`src/rtl/cla_pkg.sv`:
```
// ============================================================================
// Module   : cla_pkg
// Purpose  : Shared constants, the group {g,p} type and the group G/P helper
//            for the pipelined carry-lookahead adder.
// Revision : 1.0
// ============================================================================
`default_nettype none

package cla_pkg;

    localparam int GROUP_W = 4;

    typedef struct packed {
        logic g;
        logic p;
    } gp_t;

    function automatic gp_t group_gp(input logic [GROUP_W-1:0] g,
                                     input logic [GROUP_W-1:0] p);
        gp_t r;
        r.g = g[3]
            | (p[3] & g[2])
            | (p[3] & p[2] & g[1])
            | (p[3] & p[2] & p[1] & g[0]);
        r.p = &p;
        return r;
    endfunction

endpackage

`default_nettype wire

```
`src/rtl/cla_group4.sv`:
```
// ============================================================================
// Module   : cla_group4
// Purpose  : Combinational 4-bit carry-lookahead group: sum plus group G/P.
// Revision : 1.0
// ============================================================================
`default_nettype none

module cla_group4
    import cla_pkg::*;
(
    input  logic [GROUP_W-1:0] i_a,
    input  logic [GROUP_W-1:0] i_b,
    input  logic               i_cin,
    output logic [GROUP_W-1:0] o_sum,
    output gp_t                o_gp
);

    logic [GROUP_W-1:0] w_g;
    logic [GROUP_W-1:0] w_p;
    logic [GROUP_W-1:0] w_c;

    assign w_g = i_a & i_b;
    assign w_p = i_a | i_b;

    // Every bit carry is a flat function of i_cin and the bit g/p terms.
    assign w_c[0] = i_cin;
    assign w_c[1] = w_g[0] | (w_p[0] & i_cin);
    assign w_c[2] = w_g[1] | (w_p[1] & w_g[0]) | (w_p[1] & w_p[0] & i_cin);
    assign w_c[3] = w_g[2] | (w_p[2] & w_g[1]) | (w_p[2] & w_p[1] & w_g[0])
                  | (w_p[2] & w_p[1] & w_p[0] & i_cin);

    assign o_sum = i_a ^ i_b ^ w_c;
    assign o_gp  = group_gp(w_g, w_p);

endmodule

`default_nettype wire

```
`src/rtl/cla_pipe_adder.sv`:
```
// ============================================================================
// Module   : cla_pipe_adder
// Purpose  : Pipelined carry-lookahead adder with valid/ready backpressure.
//            Optional macro CLA_SUBTRACT_EN adds the sub port (a - b).
// Revision : 1.0
// ============================================================================
`default_nettype none

module cla_pipe_adder
    import cla_pkg::*;
#(
    parameter int WIDTH  = 16,
    parameter int STAGES = 2
) (
    input  logic             clk,
    input  logic             rst_n,
    input  logic             in_valid,
    output logic             in_ready,
    input  logic [WIDTH-1:0] a,
    input  logic [WIDTH-1:0] b,
    input  logic             c_in,
    output logic             out_valid,
    input  logic             out_ready,
    output logic [WIDTH-1:0] sum,
    output logic             c_out,
    output logic             ovf
`ifdef CLA_SUBTRACT_EN
    ,
    input  logic             sub
`endif
);

    localparam int c_groups = WIDTH / GROUP_W;
    localparam int c_gps    = c_groups / STAGES;
    localparam int c_sw     = c_gps * GROUP_W;
    localparam int c_last   = STAGES - 1;

    logic             w_adv;
    logic [WIDTH-1:0] w_b0;
    logic             w_c0;

    logic [WIDTH-1:0] w_a_in   [STAGES];
    logic [WIDTH-1:0] w_b_in   [STAGES];
    logic [WIDTH-1:0] w_sum_in [STAGES];
    logic             w_cin    [STAGES];
    logic             w_v_in   [STAGES];
    logic [WIDTH-1:0] w_sum_nx [STAGES];
    logic             w_cout   [STAGES];
    logic             w_ovf_nx;

    logic [WIDTH-1:0] r_a      [STAGES];
    logic [WIDTH-1:0] r_b      [STAGES];
    logic [WIDTH-1:0] r_sum    [STAGES];
    logic             r_carry  [STAGES];
    logic             r_valid  [STAGES];
    logic             r_ovf;

`ifdef CLA_SUBTRACT_EN
    assign w_b0 = sub ? ~b : b;
    assign w_c0 = c_in ^ sub;
`else
    assign w_b0 = b;
    assign w_c0 = c_in;
`endif

    assign w_adv    = ~r_valid[c_last] | out_ready;
    assign in_ready = w_adv;

    genvar k, j;
    generate
        for (k = 0; k < STAGES; k++) begin : g_stage
            localparam int c_lo = k * c_sw;

            gp_t              w_gp [c_gps];
            logic [c_gps:0]   w_gc;
            logic [c_sw-1:0]  w_ssum;

            if (k == 0) begin : g_first
                assign w_a_in[k]   = a;
                assign w_b_in[k]   = w_b0;
                assign w_sum_in[k] = '0;
                assign w_cin[k]    = w_c0;
                assign w_v_in[k]   = in_valid;
            end else begin : g_next
                assign w_a_in[k]   = r_a[k-1];
                assign w_b_in[k]   = r_b[k-1];
                assign w_sum_in[k] = r_sum[k-1];
                assign w_cin[k]    = r_carry[k-1];
                assign w_v_in[k]   = r_valid[k-1];
            end

            for (j = 0; j < c_gps; j++) begin : g_group
                cla_group4 u_group (
                    .i_a   (w_a_in[k][c_lo + j*GROUP_W +: GROUP_W]),
                    .i_b   (w_b_in[k][c_lo + j*GROUP_W +: GROUP_W]),
                    .i_cin (w_gc[j]),
                    .o_sum (w_ssum[j*GROUP_W +: GROUP_W]),
                    .o_gp  (w_gp[j])
                );
            end

            // Group carry j as a sum of products over the stage carry-in and
            // the group G/P terms below it, so there is no group-to-group ripple.
            always_comb begin
                logic w_acc;
                logic w_term;
                w_gc = '0;
                for (int n = 0; n <= c_gps; n++) begin
                    w_acc = w_cin[k];
                    for (int m = 0; m < n; m++) begin
                        w_acc = w_acc & w_gp[m].p;
                    end
                    for (int i = 0; i < n; i++) begin
                        w_term = w_gp[i].g;
                        for (int m = i + 1; m < n; m++) begin
                            w_term = w_term & w_gp[m].p;
                        end
                        w_acc = w_acc | w_term;
                    end
                    w_gc[n] = w_acc;
                end
            end

            assign w_cout[k]   = w_gc[c_gps];
            assign w_sum_nx[k] = w_sum_in[k] | (WIDTH'(w_ssum) << c_lo);
        end
    endgenerate

    // Carry into the MSB is recovered from its sum bit: c = a ^ b ^ s.
    assign w_ovf_nx = w_a_in[c_last][WIDTH-1] ^ w_b_in[c_last][WIDTH-1]
                    ^ w_sum_nx[c_last][WIDTH-1] ^ w_cout[c_last];

    always_ff @(posedge clk or negedge rst_n) begin
        if (!rst_n) begin
            for (int s = 0; s < STAGES; s++) begin
                r_valid[s] <= 1'b0;
                r_a[s]     <= '0;
                r_b[s]     <= '0;
                r_sum[s]   <= '0;
                r_carry[s] <= 1'b0;
            end
            r_ovf <= 1'b0;
        end else if (w_adv) begin
            for (int s = 0; s < STAGES; s++) begin
                r_valid[s] <= w_v_in[s];
                r_a[s]     <= w_a_in[s];
                r_b[s]     <= w_b_in[s];
                r_sum[s]   <= w_sum_nx[s];
                r_carry[s] <= w_cout[s];
            end
            r_ovf <= w_ovf_nx;
        end
    end

    assign out_valid = r_valid[c_last];
    assign sum       = r_sum[c_last];
    assign c_out     = r_carry[c_last];
    assign ovf       = r_ovf;

endmodule

`default_nettype wire

```
`config.mk`:
```
export PLATFORM = sky130hd
export DESIGN_NAME = cla_pipe_adder
export DESIGN_NICKNAME = d
export VERILOG_FILES = /design/src/rtl/cla_pkg.sv /design/src/rtl/cla_group4.sv /design/src/rtl/cla_pipe_adder.sv
export SDC_FILE = /design/constraint.sdc
export NUM_CORES = 1
export LEC_CHECK = 0
export ABC_AREA = 1
export CORE_MARGIN = 2
export CORE_UTILIZATION = 55
export DETAILED_ROUTE_END_ITERATION = 12
export PLACE_DENSITY = 0.87
export SLEW_MARGIN = 40
export SYNTH_ARGS = -nofsm -noshare
export SYNTH_HDL_FRONTEND = slang
export SYNTH_SLANG_ARGS = --single-unit
```
`constraint.sdc`:
```
create_clock -name clk -period 3.2 [get_ports clk]
set_input_delay 0.32 -clock clk [delete_from_list [all_inputs] [get_ports clk]]
set_output_delay 0.32 -clock clk [all_outputs]
set_load 0.02 [all_outputs]
```
# Yosys cells after proc, flatten, opt, wreduce, memory -nomap -nowiden
# Index checks and enable logic that the tools add are counted.
# W data, S select, Z words.
# totals
reg_bits,61
input_bits,37
output_inout_bits,20
word_cells,139
# classes
n_bitwise,126
n_reduce_logical,4
# ops
op,count
$and A1 B1 Y1,62
$or A1 B1 Y1,43
$xor A4 B4 Y4,8
$and A4 B4 Y4,4
$or A4 B4 Y4,4
$or A8 B16 Y16,1
$reduce_and A4 Y1,4
$xor A1 B1 Y1,3
$not A1 Y1,1

# Depth between registers and ports, before layout
# Gate-level depths: netlist of run 1.
# logic_depth
ltp_word,12
depth_mapped,12
depth_no_buf,12

# By module
# Synthesis of run 1 repeated with hierarchy kept, for this count alone.
# hier_totals
hier_cells,397
area_unflattened_um2,3070.4
# by_module_without_submodules
module,n_inst,cells_each,area_each_um2,seq_area_each_um2
cla_pipe_adder,1,211,1869.3,1126.1
cla_group4 (g_stage[1].g_group[0].u_group ...),2,48,304.0,0.0
cla_group4 (g_stage[0].g_group[0].u_group ...),2,45,296.5,0.0

# Worst setup path before layout of run 1
# Ideal clock, no wire load.
# synth_timing
path_kind,flip-flop to flip-flop
from,reg r_b[27] (netlist bit)
to,reg r_sum (netlist bit sum[13])
setup_time_ns,0.128
t_arrival_ns,1.590
required_time_ns,3.072
setup_slack_ns,1.482
path_stages_with_launch,11
path_buffers,0
synth_period_minus_slack_ns,1.718
cell_sequence,dfrtp_1 > inv_1 > ha_1 > inv_2 > nand2_1 > nand2_1 > nor2_2 > nand3_2 > fa_1 > xnor2_1 > o21ai_0
# synth_via
elab_chain_len,10
elab_cells_between_ends,17
cone_classes,16 x bitwise; 1 x reduce/logical
# synth_lines
item,line,source
"start, declared",cla_pipe_adder.sv:52,logic [WIDTH-1:0] r_b [STAGES];
"start signal, assigned by index",cla_pipe_adder.sv:147,r_b[s] <= w_b_in[s];
$or A4 B4 Y4,cla_group4.sv:23,assign w_p = i_a | i_b;
$and A1 B1 Y1 (on tied branches),"cla_pkg.sv:22, cla_pkg.sv:23, cla_pkg.sv:24",
"$or A1 B1 Y1, or another cell as far along",cla_pkg.sv:22,| (p[3] & g[2])
$or A1 B1 Y1 / $and A1 B1 Y1 (equally long branches),"cla_pkg.sv:23, cla_pkg.sv:24",
$or A1 B1 Y1,cla_pkg.sv:24,| (p[3] & p[2] & p[1] & g[0]);
$or A1 B1 Y1 (*),cla_pipe_adder.sv:118,w_acc = w_acc | w_term;
$and A1 B1 Y1 (*),cla_group4.sv:27,assign w_c[1] = w_g[0] | (w_p[0] & i_cin);
$or A1 B1 Y1 (*),cla_group4.sv:27,
$xor A4 B4 Y4 (*),cla_group4.sv:32,assign o_sum = i_a ^ i_b ^ w_c;
$or A8 B16 Y16 (*),cla_pipe_adder.sv:125,assign w_sum_nx[k] = w_sum_in[k] | (WIDTH'(w_ssum) << c_lo);
"end signal, assigned by index",cla_pipe_adder.sv:148,r_sum[s] <= w_sum_nx[s];
"end, declared",cla_pipe_adder.sv:53,logic [WIDTH-1:0] r_sum [STAGES];
# Mark *: on every way between the ends. The rest lies on a longest branch, timed or not.
# A chain may end at the register's enable or synchronous reset.

# Final worst setup path of run 1
# Ends and elaborated chain as after synthesis.

==> results of run 1 <==
-- where the power goes --
| group | leakage, nW | internal, mW | switching (mW) | total, mW |
|---|---|---|---|---|
| logic | 1.22 | 0.348 | 0.416 | 0.763 |
| clock network | 0.0540 | 0.227 | 0.183 | 0.410 |
| registers | 0.537 | 0.706 | 0.0814 | 0.787 |
| total | 1.81 | 1.28 | 0.680 | 1.96 |
-- layer usage --
metal	global-route usage, %	share of wire [%]
met4	7.27	2.8
met5	0	0
met3	3.79	4.5
met2	33.0	49
met1	24.6	44
-- worst min path at each step --
stage	end	slack, ps	cells after the start
floorplan	c_out$_DFFE_PN0P_	20	0
finish	r_b[30]$_DFFE_PN0P_	20	1
detailed placement	sum[13]$_DFFE_PN0P_	350	1
global route	sum[13]$_DFFE_PN0P_	50	1
CTS	sum[11]$_DFFE_PN0P_	30	1
global placement	out_valid$_DFFE_PN0P_	430	2
-- cells by family (layout without fill, tap and decap cells) --
| kind of cell | Yosys count | in the layout | synth area share [%] |
|---|---|---|---|
| adders and majority gates | 37 | 37 | 17.2 |
| and+or+nand+nor | 132 | 132 | 19.2 |
| DFF | 45 | 45 | 39.3 |
| AOI/OAI and AO/OA | 45 | 45 | 8.55 |
| buffers and inverters | 86 | 127 | 13.9 |
| xor gates and xnor gates | 6 | 6 | 1.83 |
-- metrics by stage --
| stage | setup WS [ps] | instance area (µm²) |
|---|---|---|
| after floorplan | 1480 | 2870 |
| after global placement | 1110 | 3360 |
| after detailed placement | 1030 | 3360 |
| after CTS | 1310 | 3470 |
| after global routing | 1120 | 3470 |
| final | 1340 | 3470 |
-- registers in the layout (all words and copies together) (netlist names) --
signal / count
c_out: 1
g_stage.w_gc: 1
out_valid: 1
ovf: 1
r_a: 8
r_b: 8
r_sum: 8
r_valid: 1
sum: 16
-- cells in the final DEF (no fill, tap or decap), types with 2 or more instances in the layout --
cell type | synthesis | final
xnor2_1 | 3 | 3
o21ai_0 | 31 | 31
ha_1 | 33 | 33
nand3b_1 | 4 | 4
o21bai_1 | 2 | 2
clkdlybuf4s50_1 | 0 | 55
nor2_1 | 16 | 16
buf_4 | 16 | 3
a21oi_1 | 4 | 4
nand3_1 | 12 | 12
inv_1 | 60 | 60
nor3_1 | 2 | 2
nand2_1 | 92 | 92
o211ai_1 | 2 | 2
inv_2 | 2 | 2
o21ai_1 | 2 | 2
fa_1 | 4 | 4
dfrtp_1 | 45 | 45
clkbuf_8 | 1 | 5
xor2_1 | 3 | 3
-- cell type report --
type	instances	area, µm²	area share (%)
well taps	70	87.6	2.53
multi-input cells	220	1340	38.7
clock inverters	2	35.0	1.01
repair buffers	58	573	16.5
clock buffers	5	68.8	1.99
flip-flops and latches	45	1130	32.5
inverters	62	233	6.71
-- critical path, delay by kind of cell (launching register included) --
| kind | cells | cell delay, ps |
|---|---|---|
| and+or+nand+nor | 4 | 340 |
| buffers and inverters | 2 | 120 |
| AOI/OAI and AO/OA | 1 | 90 |
| adders and majority gates | 2 | 640 |
| DFF | 1 | 390 |
| xor gates and xnor gates | 1 | 150 |
==> qor.yml, run 1 <==
detailed_routing:
  wl_um: 5200
  ant_nets: 0
  dr.pass1.iters: 4
  wire_per_inst_um: 11.2
  drtIter0Drc: 101
  viasPerCell: 4.83
  route.vias.total: 2231
  drc: 0
clock_tree:
  cts_root_buf: "clkbuf_8"
  post_cts_buffers: 0
  cts.clk_slew.worst_paths_ps: 80
  htreeDepth: 2
  tritoncts: "built"
  cts_buffer_depth: 2
  clkLatencyLatePin_ps: 290
  ctsHoldBuffers: 0
  cts_resized: 0
  cts_buffers: 5
  cts.sinks: 45
sta:
  fin_crit_sh_pct: 58.2
  tightest_slew_ps: 545
  finClkSkew_ps: 4.07
  finalSetupViolCount: 0
  max_freq_mhz: 537
  min_period_ps: 1860
  hold_slack_ps: 16.2
  drv_slew: 0
  hold_violations: 0
  rsz0062_at_grt: "false"
  finalSetupTns_ps: 0
  slew_headroom_pct: 63.6
setup_path:
  r2r-end: "sum[13]$_DFFE_PN0P_"
  path_max_fanout: 4
  crit_path_start: "r_b[27]$_DFFE_PN0P_"
  path_cells: "inv_1, ha_1, inv_2, nand2_1, nand2_1, nor2_2, nand3_2, fa_1, xnor2_1, o21ai_0"
  slowest_stage: "fa_1"
  arrival_ps: 2030
  worstSetupEndpoint: "sum[13]$_DFFE_PN0P_"
  critPathKind: "flip-flop to flip-flop"
  crit_top_cell: "nand2_1"
  crit_required_ps: 3360
  cp-start-kind: "flip-flop"
  cpPeakStageDelay_ps: 460
  r2r-start: "r_b[27]$_DFFE_PN0P_"
  crit_path_end_kind: "flip-flop"
  rr_worst_depth: 10
  r2r_slack_ps: 1340
die:
  fp.dieH_um: 76.2
  start_util_pct: 56.5
  ios: 57
  die-area_mm2: 0.00581
  fp.coreArea_mm2: 0.00507
  num_rows: 26
  die_width_um: 76.2
grt:
  grt_pass1_vias: 2170
  grt_start_max_net_pins: 54
  grt_first_pass_wirelength_um: 9240
  globalRouteTotalUtil_pct: 19.4
  overflow: 0
  antenna_found_initial: 0
run_status:
  status: "finished clean"
placed_design:
  place_congestion: 0.846
  numPortBuffers: 56
  dp_cells: 455
  dp.final_hpwl_um: 3990
logic_synthesis:
  synthMostInstantiatedCell: "nand2_1"
  post-synth-top-area-cell: "dfrtp_1"
  syn_area_per_cell_um2: 8.17
  syn-cell-area_mm2: 0.00287
  synth_top_area_share_pct: 39.3
  synthesis.nets: 425
  synth_cell_types: 31
  synth_edf_count: 0
  syn-instance-count: 351
  ys_warn_count: 0
  synth-main-ff-cell: "dfrtp_1"
  synth-seq-area-share_pct: 39.3
  synthTopCellsByArea: "dfrtp_1 39%, ha_1 14%, nand2_1 12%"
  async_flop_share_pct: 100
  synth_common_cells: "92 x nand2_1, 60 x inv_1, 45 x dfrtp_1, 33 x ha_1, 31 x o21ai_0"
  synth_seq_cells: 45
power:
  p_leak_nw: 1.81
  peakVddDrop_v: 0.000319
  post-layout-total-power_mw: 1.96
  power_density_mw_per_mm2: 566
finish:
  area_delta_synth_final_pct: 20.9
  fillers: 426
  final_layout_size_suffix_gt1_share_pct: 4.34
  final_util_pct: 68.3
  n_antenna_cell: 0
  final_nets: 466
  stdcell_count: 462
worst_hold_path:
  hold_class: "input port to asynchronous set/reset pin"
flow_run:
  maxCapViolCount: 0
(Power assumes the default switching activity.)
==> run 2: changes to the inputs <==
--- a/config.mk
+++ b/config.mk
@@ -7,9 +7,9 @@
 export LEC_CHECK = 0
 export ABC_AREA = 1
 export CORE_MARGIN = 2
-export CORE_UTILIZATION = 55
+export CORE_UTILIZATION = 47
 export DETAILED_ROUTE_END_ITERATION = 12
-export PLACE_DENSITY = 0.87
+export PLACE_DENSITY = 0.8
 export SLEW_MARGIN = 40
 export SYNTH_ARGS = -nofsm -noshare
 export SYNTH_HDL_FRONTEND = slang
==> constraint.sdc (replaced) <==
create_clock -name clk -period 1.67 [get_ports clk]
set_input_delay 0.167 -clock clk [delete_from_list [all_inputs] [get_ports clk]]
set_output_delay 0.167 -clock clk [all_outputs]
set_load 0.02 [all_outputs]
==> run 2 against run 1 <==
Net effect: the run now ends with setup timing left; flip-flop and latch count unchanged; sequential share of layout area decreased by 2.4 points; via count increased by 4.9%; critical path type unchanged.
==> qor.yml, run 2 (synthesis gave the netlist of run 1 again) <==
run_status:
  status: "complete, but fails checks"
  violations: "setup timing"
sta:
  finalSetupViolCount: 4
  tightest_slew_ps: 344
  hold_violations: 0
  min_period_ps: 1750
  hold_slack_ps: 288
  fin_crit_sh_pct: 105
  rsz0062_at_grt: "true"
  setup_slack_ps: -80.7
  slew_headroom_pct: 77.0
  finClkSkew_ps: 7.75
  drv_slew: 0
  max_freq_mhz: 571
worst_hold_path:
  hold_class: "input port to asynchronous set/reset pin"
power:
  power_density_mw_per_mm2: 1030
  p_leak_nw: 1.96
  peakVddDrop_v: 0.000552
setup_path:
  r2r_slack_ps: -80
  r2r-start: "r_a[27]$_DFFE_PN0P_"
  cp-start-kind: "flip-flop"
  crit_required_ps: 1900
  cpPeakStageDelay_ps: 550
  slowest_stage: "fa_2"
  path_cells: "buf_4, ha_4, inv_1, nand2_2, nor2_2, nand3_2, fa_2, nand2_1, nand2_1"
  crit_path_end_kind: "flip-flop"
  arrival_ps: 1980
  cp_top_family: "adder cells"
  path_max_fanout: 2
  critPathKind: "flip-flop to flip-flop"
  r2r-end: "sum[12]$_DFFE_PN0P_"
  crit_top_cell: "nand2_1"
  cp_num_buf_inv: 2
  rr_worst_depth: 9
finish:
  final_common_cell: "nand2_1"
  final_util_pct: 63.1
  area_delta_synth_final_pct: 30.4
  n_antenna_cell: 0
  final_nets: 489
  final_cell_mix: "89 x nand2_1, 57 x inv_1, 50 x clkdlybuf4s50_1, 45 x dfrtp_1, 28 x o21ai_0"
  final_layout_size_suffix_gt1_share_pct: 14.0
  stdcell_count: 490
  largest_reg_flops: 16
grt:
  globalRouteTotalUtil_pct: 18.4
  grt_pass1_vias: 2271
  antenna_found_initial: 0
  overflow: 0
  grt_first_pass_wirelength_um: 9580
  grt_start_max_net_pins: 37
clock_tree:
  cts_buffer_depth: 2
  cts.clk_slew.worst_paths_ps: 80
  clkLatencyLatePin_ps: 290
  htreeDepth: 2
  cts.sinks: 45
  cts_root_buf: "clkbuf_8"
  tritoncts: "built"
  cts_buffers: 5
placed_design:
  dp_cells: 477
  place_congestion: 0.891
  dp.final_hpwl_um: 4380
  dp_slack_ps: -278
  numPortBuffers: 56
detailed_routing:
  drtIter0Drc: 80
  route.vias.total: 2341
  wl_um: 5900
  viasPerCell: 4.78
  wire_per_inst_um: 12.0
  ant_nets: 0
  drc: 0
  dr.pass1.iters: 4
die:
  start_util_pct: 48.4
  fp.coreArea_mm2: 0.00592
  die-area_mm2: 0.00674
  die_width_um: 82.1
  fp.dieH_um: 82.1
  ios: 57
  num_rows: 28
flow_run:
  maxCapViolCount: 0
-- run 2: area by class of cell --
type	count	area [µm²]
timing repair buffer	81	774
fill	524	2180
sequential	45	1130
multi-input combinational	220	1420
inverter	62	235
clock buffer	7	86.3
tap	75	93.8
-- run 2: report_power, final --
part | internal [mW] | leakage, nW | switching [mW]
Combinational | 0.785 | 1.37 | 0.863
Clock | 0.329 | 0.0443 | 0.345
Sequential | 1.35 | 0.537 | 0.158
Total | 2.47 | 1.96 | 1.37
-- run 2: metal layers --
layer  vias to the layer above  global-route usage [%]  routed length (µm)
li1                       1182                       -                   -
met1                      1112                    20.6                2500
met2                        45                    34.8                3080
met3                         2                    4.24                 280
met4                         0                    5.00                  36
met5                         -                       0                   0
-- run 2: worst max-delay path by stage --
| stage | endpoint | startpoint | cells past startpoint |
|---|---|---|---|
| 2_1_floorplan | sum[13]$_DFFE_PN0P_ | r_b[27]$_DFFE_PN0P_ | 10 |
| 3_3_place_gp | r_sum[20]$_DFFE_PN0P_ | a[0] | 9 |
| 3_5_place_dp | r_sum[20]$_DFFE_PN0P_ | a[0] | 9 |
| 4_1_cts | sum[12]$_DFFE_PN0P_ | r_b[27]$_DFFE_PN0P_ | 10 |
| 5_1_grt | sum[12]$_DFFE_PN0P_ | r_b[27]$_DFFE_PN0P_ | 10 |
| 6_report | sum[12]$_DFFE_PN0P_ | r_a[27]$_DFFE_PN0P_ | 9 |
-- run 2: metrics by stage --
step           setup TNS [ps]  area [µm²]  total power [mW]
6_report                 -182        3740              3.83
3_3_place_gp             -664        3510              3.02
5_1_grt                  -859        3740              4.12
2_1_floorplan               0        2870              2.57
4_1_cts                  -295        3610              3.79
3_5_place_dp            -1150        3510              3.08
-- run 2: what timing repair did --
action                                  CTS  global route
gates resized for setup                   1            30
pin swaps                                 4            17
hold endpoints to repair                 10             0
endpoints found under the setup margin    2            11
hold buffers                              1             0
setup buffers                             1             4
==> run 3: changes to the inputs <==
--- a/config.mk
+++ b/config.mk
@@ -7,9 +7,9 @@
 export LEC_CHECK = 0
 export ABC_AREA = 1
 export CORE_MARGIN = 2
-export CORE_UTILIZATION = 47
+export CORE_UTILIZATION = 35
 export DETAILED_ROUTE_END_ITERATION = 12
-export PLACE_DENSITY = 0.8
+export PLACE_DENSITY = 0.63
 export SLEW_MARGIN = 40
 export SYNTH_ARGS = -nofsm -noshare
 export SYNTH_HDL_FRONTEND = slang
==> run 3 against run 2 <==
Net effect: the flow still finishes with violations (setup timing); critical path depth rose by 1; die area grew 33%; worst setup slack worse by 8.6 ps; maximum frequency down 0.49%; power grew 5.8%; clock power is 30% higher; flip-flop and latch count did not move; sequential share of layout area shrank 0.74 points; register-to-register slack about the same; routed wire length up 2.3%.
==> qor.yml, run 3 (synthesis gave the netlist of run 1 again) <==
run_status:
  status: "complete, but fails checks"
  violations: "setup timing"
finish:
  stdcell_area_mm2: 0.00383
  largest_reg_flops: 16
  area_delta_synth_final_pct: 33.6
  final_nets: 489
  stdcell_count: 521
  final_common_cell: "nand2_1"
  n_antenna_cell: 0
  final_cell_mix: "86 x nand2_1, 55 x inv_1, 50 x clkdlybuf4s50_1, 45 x dfrtp_1, 30 x o21ai_0"
  final_layout_size_suffix_gt1_share_pct: 16.8
detailed_routing:
  viasPerCell: 4.46
  dr.pass1.iters: 5
  ant_nets: 0
  wl_met2_um: 3170
  wl_um: 6030
  drtIter0Drc: 68
  top_layer_used: "met4"
  wire_per_inst_um: 11.6
  route.vias.total: 2325
  dr_wl_met3_um: 171
  drc: 0
  m1WireLength_um: 2620
grt:
  overflow: 0
  grt_first_pass_wirelength_um: 10000
  grt_start_max_net_pins: 54
  antenna_found_initial: 0
  globalRouteTotalUtil_pct: 14.0
  grt_pass1_vias: 2277
setup_path:
  path_cells: "inv_2, ha_4, inv_2, nand2_2, nor2_2, nor2_2, nand3_2, fa_2, xnor2_2, o21ai_1"
  slowest_stage: "dfrtp_1"
  arrival_ps: 1940
  path_max_fanout: 2
  crit_path_end_kind: "flip-flop"
  cpPeakStageDelay_ps: 410
  cp-start-kind: "flip-flop"
  crit_required_ps: 1850
  cp_top_family: "adder cells"
  critPathKind: "flip-flop to flip-flop"
  cp_num_buf_inv: 2
clock_tree:
  cts.clk_slew.worst_paths_ps: 90
  htreeDepth: 2
  cts_root_buf: "clkbuf_8"
  tritoncts: "built"
  cts.sinks: 45
  cts_buffers: 5
  clkLatencyLatePin_ps: 290
  cts_buffer_depth: 2
die:
  start_util_pct: 35.4
  die-area_mm2: 0.00893
  fp.coreArea_mm2: 0.00809
  ios: 57
  fp.dieH_um: 94.5
  die_width_um: 94.5
  num_rows: 33
sta:
  max_freq_mhz: 568
  finalSetupViolCount: 5
  setup_slack_ps: -89.3
  tightest_slew_ps: 589
  min_period_ps: 1760
  rsz0062_at_grt: "true"
  drv_slew: 0
  slew_headroom_pct: 60.7
  hold_violations: 0
  finClkSkew_ps: 7.64
  fin_crit_sh_pct: 105
power:
  power_density_mw_per_mm2: 1060
  p_leak_nw: 1.97
  peakVddDrop_v: 0.000387
placed_design:
  dp.final_hpwl_um: 4330
  place_congestion: 0.782
  dp_cells: 505
  numPortBuffers: 56
  dpl_cell_area_mm2: 0.00355
flow_run:
  maxCapViolCount: 0
worst_hold_path:
  hold_class: "input port to asynchronous set/reset pin"
==> run 3: changes by cell type in the layout (fill, tap and decap cells not counted), moves of 2 or more <==
cell / previous run / this run
nor2_1: 13 / 10
nand3_1: 11 / 9
o21ai_0: 28 / 30
o21ai_1: 5 / 3
inv_2: 4 / 6
nand2_1: 89 / 86
nor2_2: 4 / 7
inv_1: 57 / 55
nand2_2: 4 / 7
nand3_2: 2 / 4
==> run 3: area by class of cell <==
class	count	area, µm²
Inverter	62	235
Timing Repair Buffer	81	779
Tap cell	105	131
Fill cell	842	4260
Multi-Input combinational cell	220	1440
Clock inverter	2	37.5
Sequential cell	45	1130
Clock buffer	6	82.6
==> run 3: worst paths after layout <==
kind	startpoint	endpoint	slack (ps)	cells past startpoint
worst max-delay path	r_b[26]$_DFFE_PN0P_	sum[13]$_DFFE_PN0P_	-90	10
worst min-delay path	rst_n	r_a[26]$_DFFE_PN0P_	400	2
worst max register to register	r_b[26]$_DFFE_PN0P_	sum[13]$_DFFE_PN0P_	-90	10
worst min register to register	r_valid[1]$_DFFE_PN0P_	out_valid$_DFFE_PN0P_	460	2
max in group asynchronous	rst_n	sum[5]$_DFFE_PN0P_	750	3
min in group clk	b[1]	r_sum[17]$_DFFE_PN0P_	430	5
==> run 3: layer usage <==
layer | track usage, % | up-vias
met1 | 17.6 | 1095
li1 | - | 1190
met3 | 2.23 | 6
met5 | 0 | -
met4 | 3.62 | 0
met2 | 25.0 | 34
==> run 3: what timing repair did <==
action	4_1_cts	5_1_grt
cloned	0	0
gates resized for setup	6	31
pin swaps	3	13
endpoints found under the hold margin	23	0
setup endpoints to repair	5	7
hold buffers	1	0
buffers inserted	0	7
==> run 3: power breakdown <==
part	internal [mW]	switching, mW
clock	0.487	0.389
combinational	0.797	0.864
sequential	1.35	0.165
==> run 3: metrics by stage <==
stage | setup TNS [ps] | util [%] | setup WS, ps | power, mW | hold slack [ps]
after detailed placement | -1140 | 43.8 | -337 | 3.09 | 212
after global routing | -768 | 47.4 | -181 | 4.37 | 457
after floorplan | 0 | - | 53.1 | 2.57 | -129
after CTS | -119 | 45.6 | -68.4 | 4.00 | 424
final | -197 | 47.4 | -89.3 | 4.05 | 399
after global placement | -692 | 43.8 | -267 | 3.05 | 204
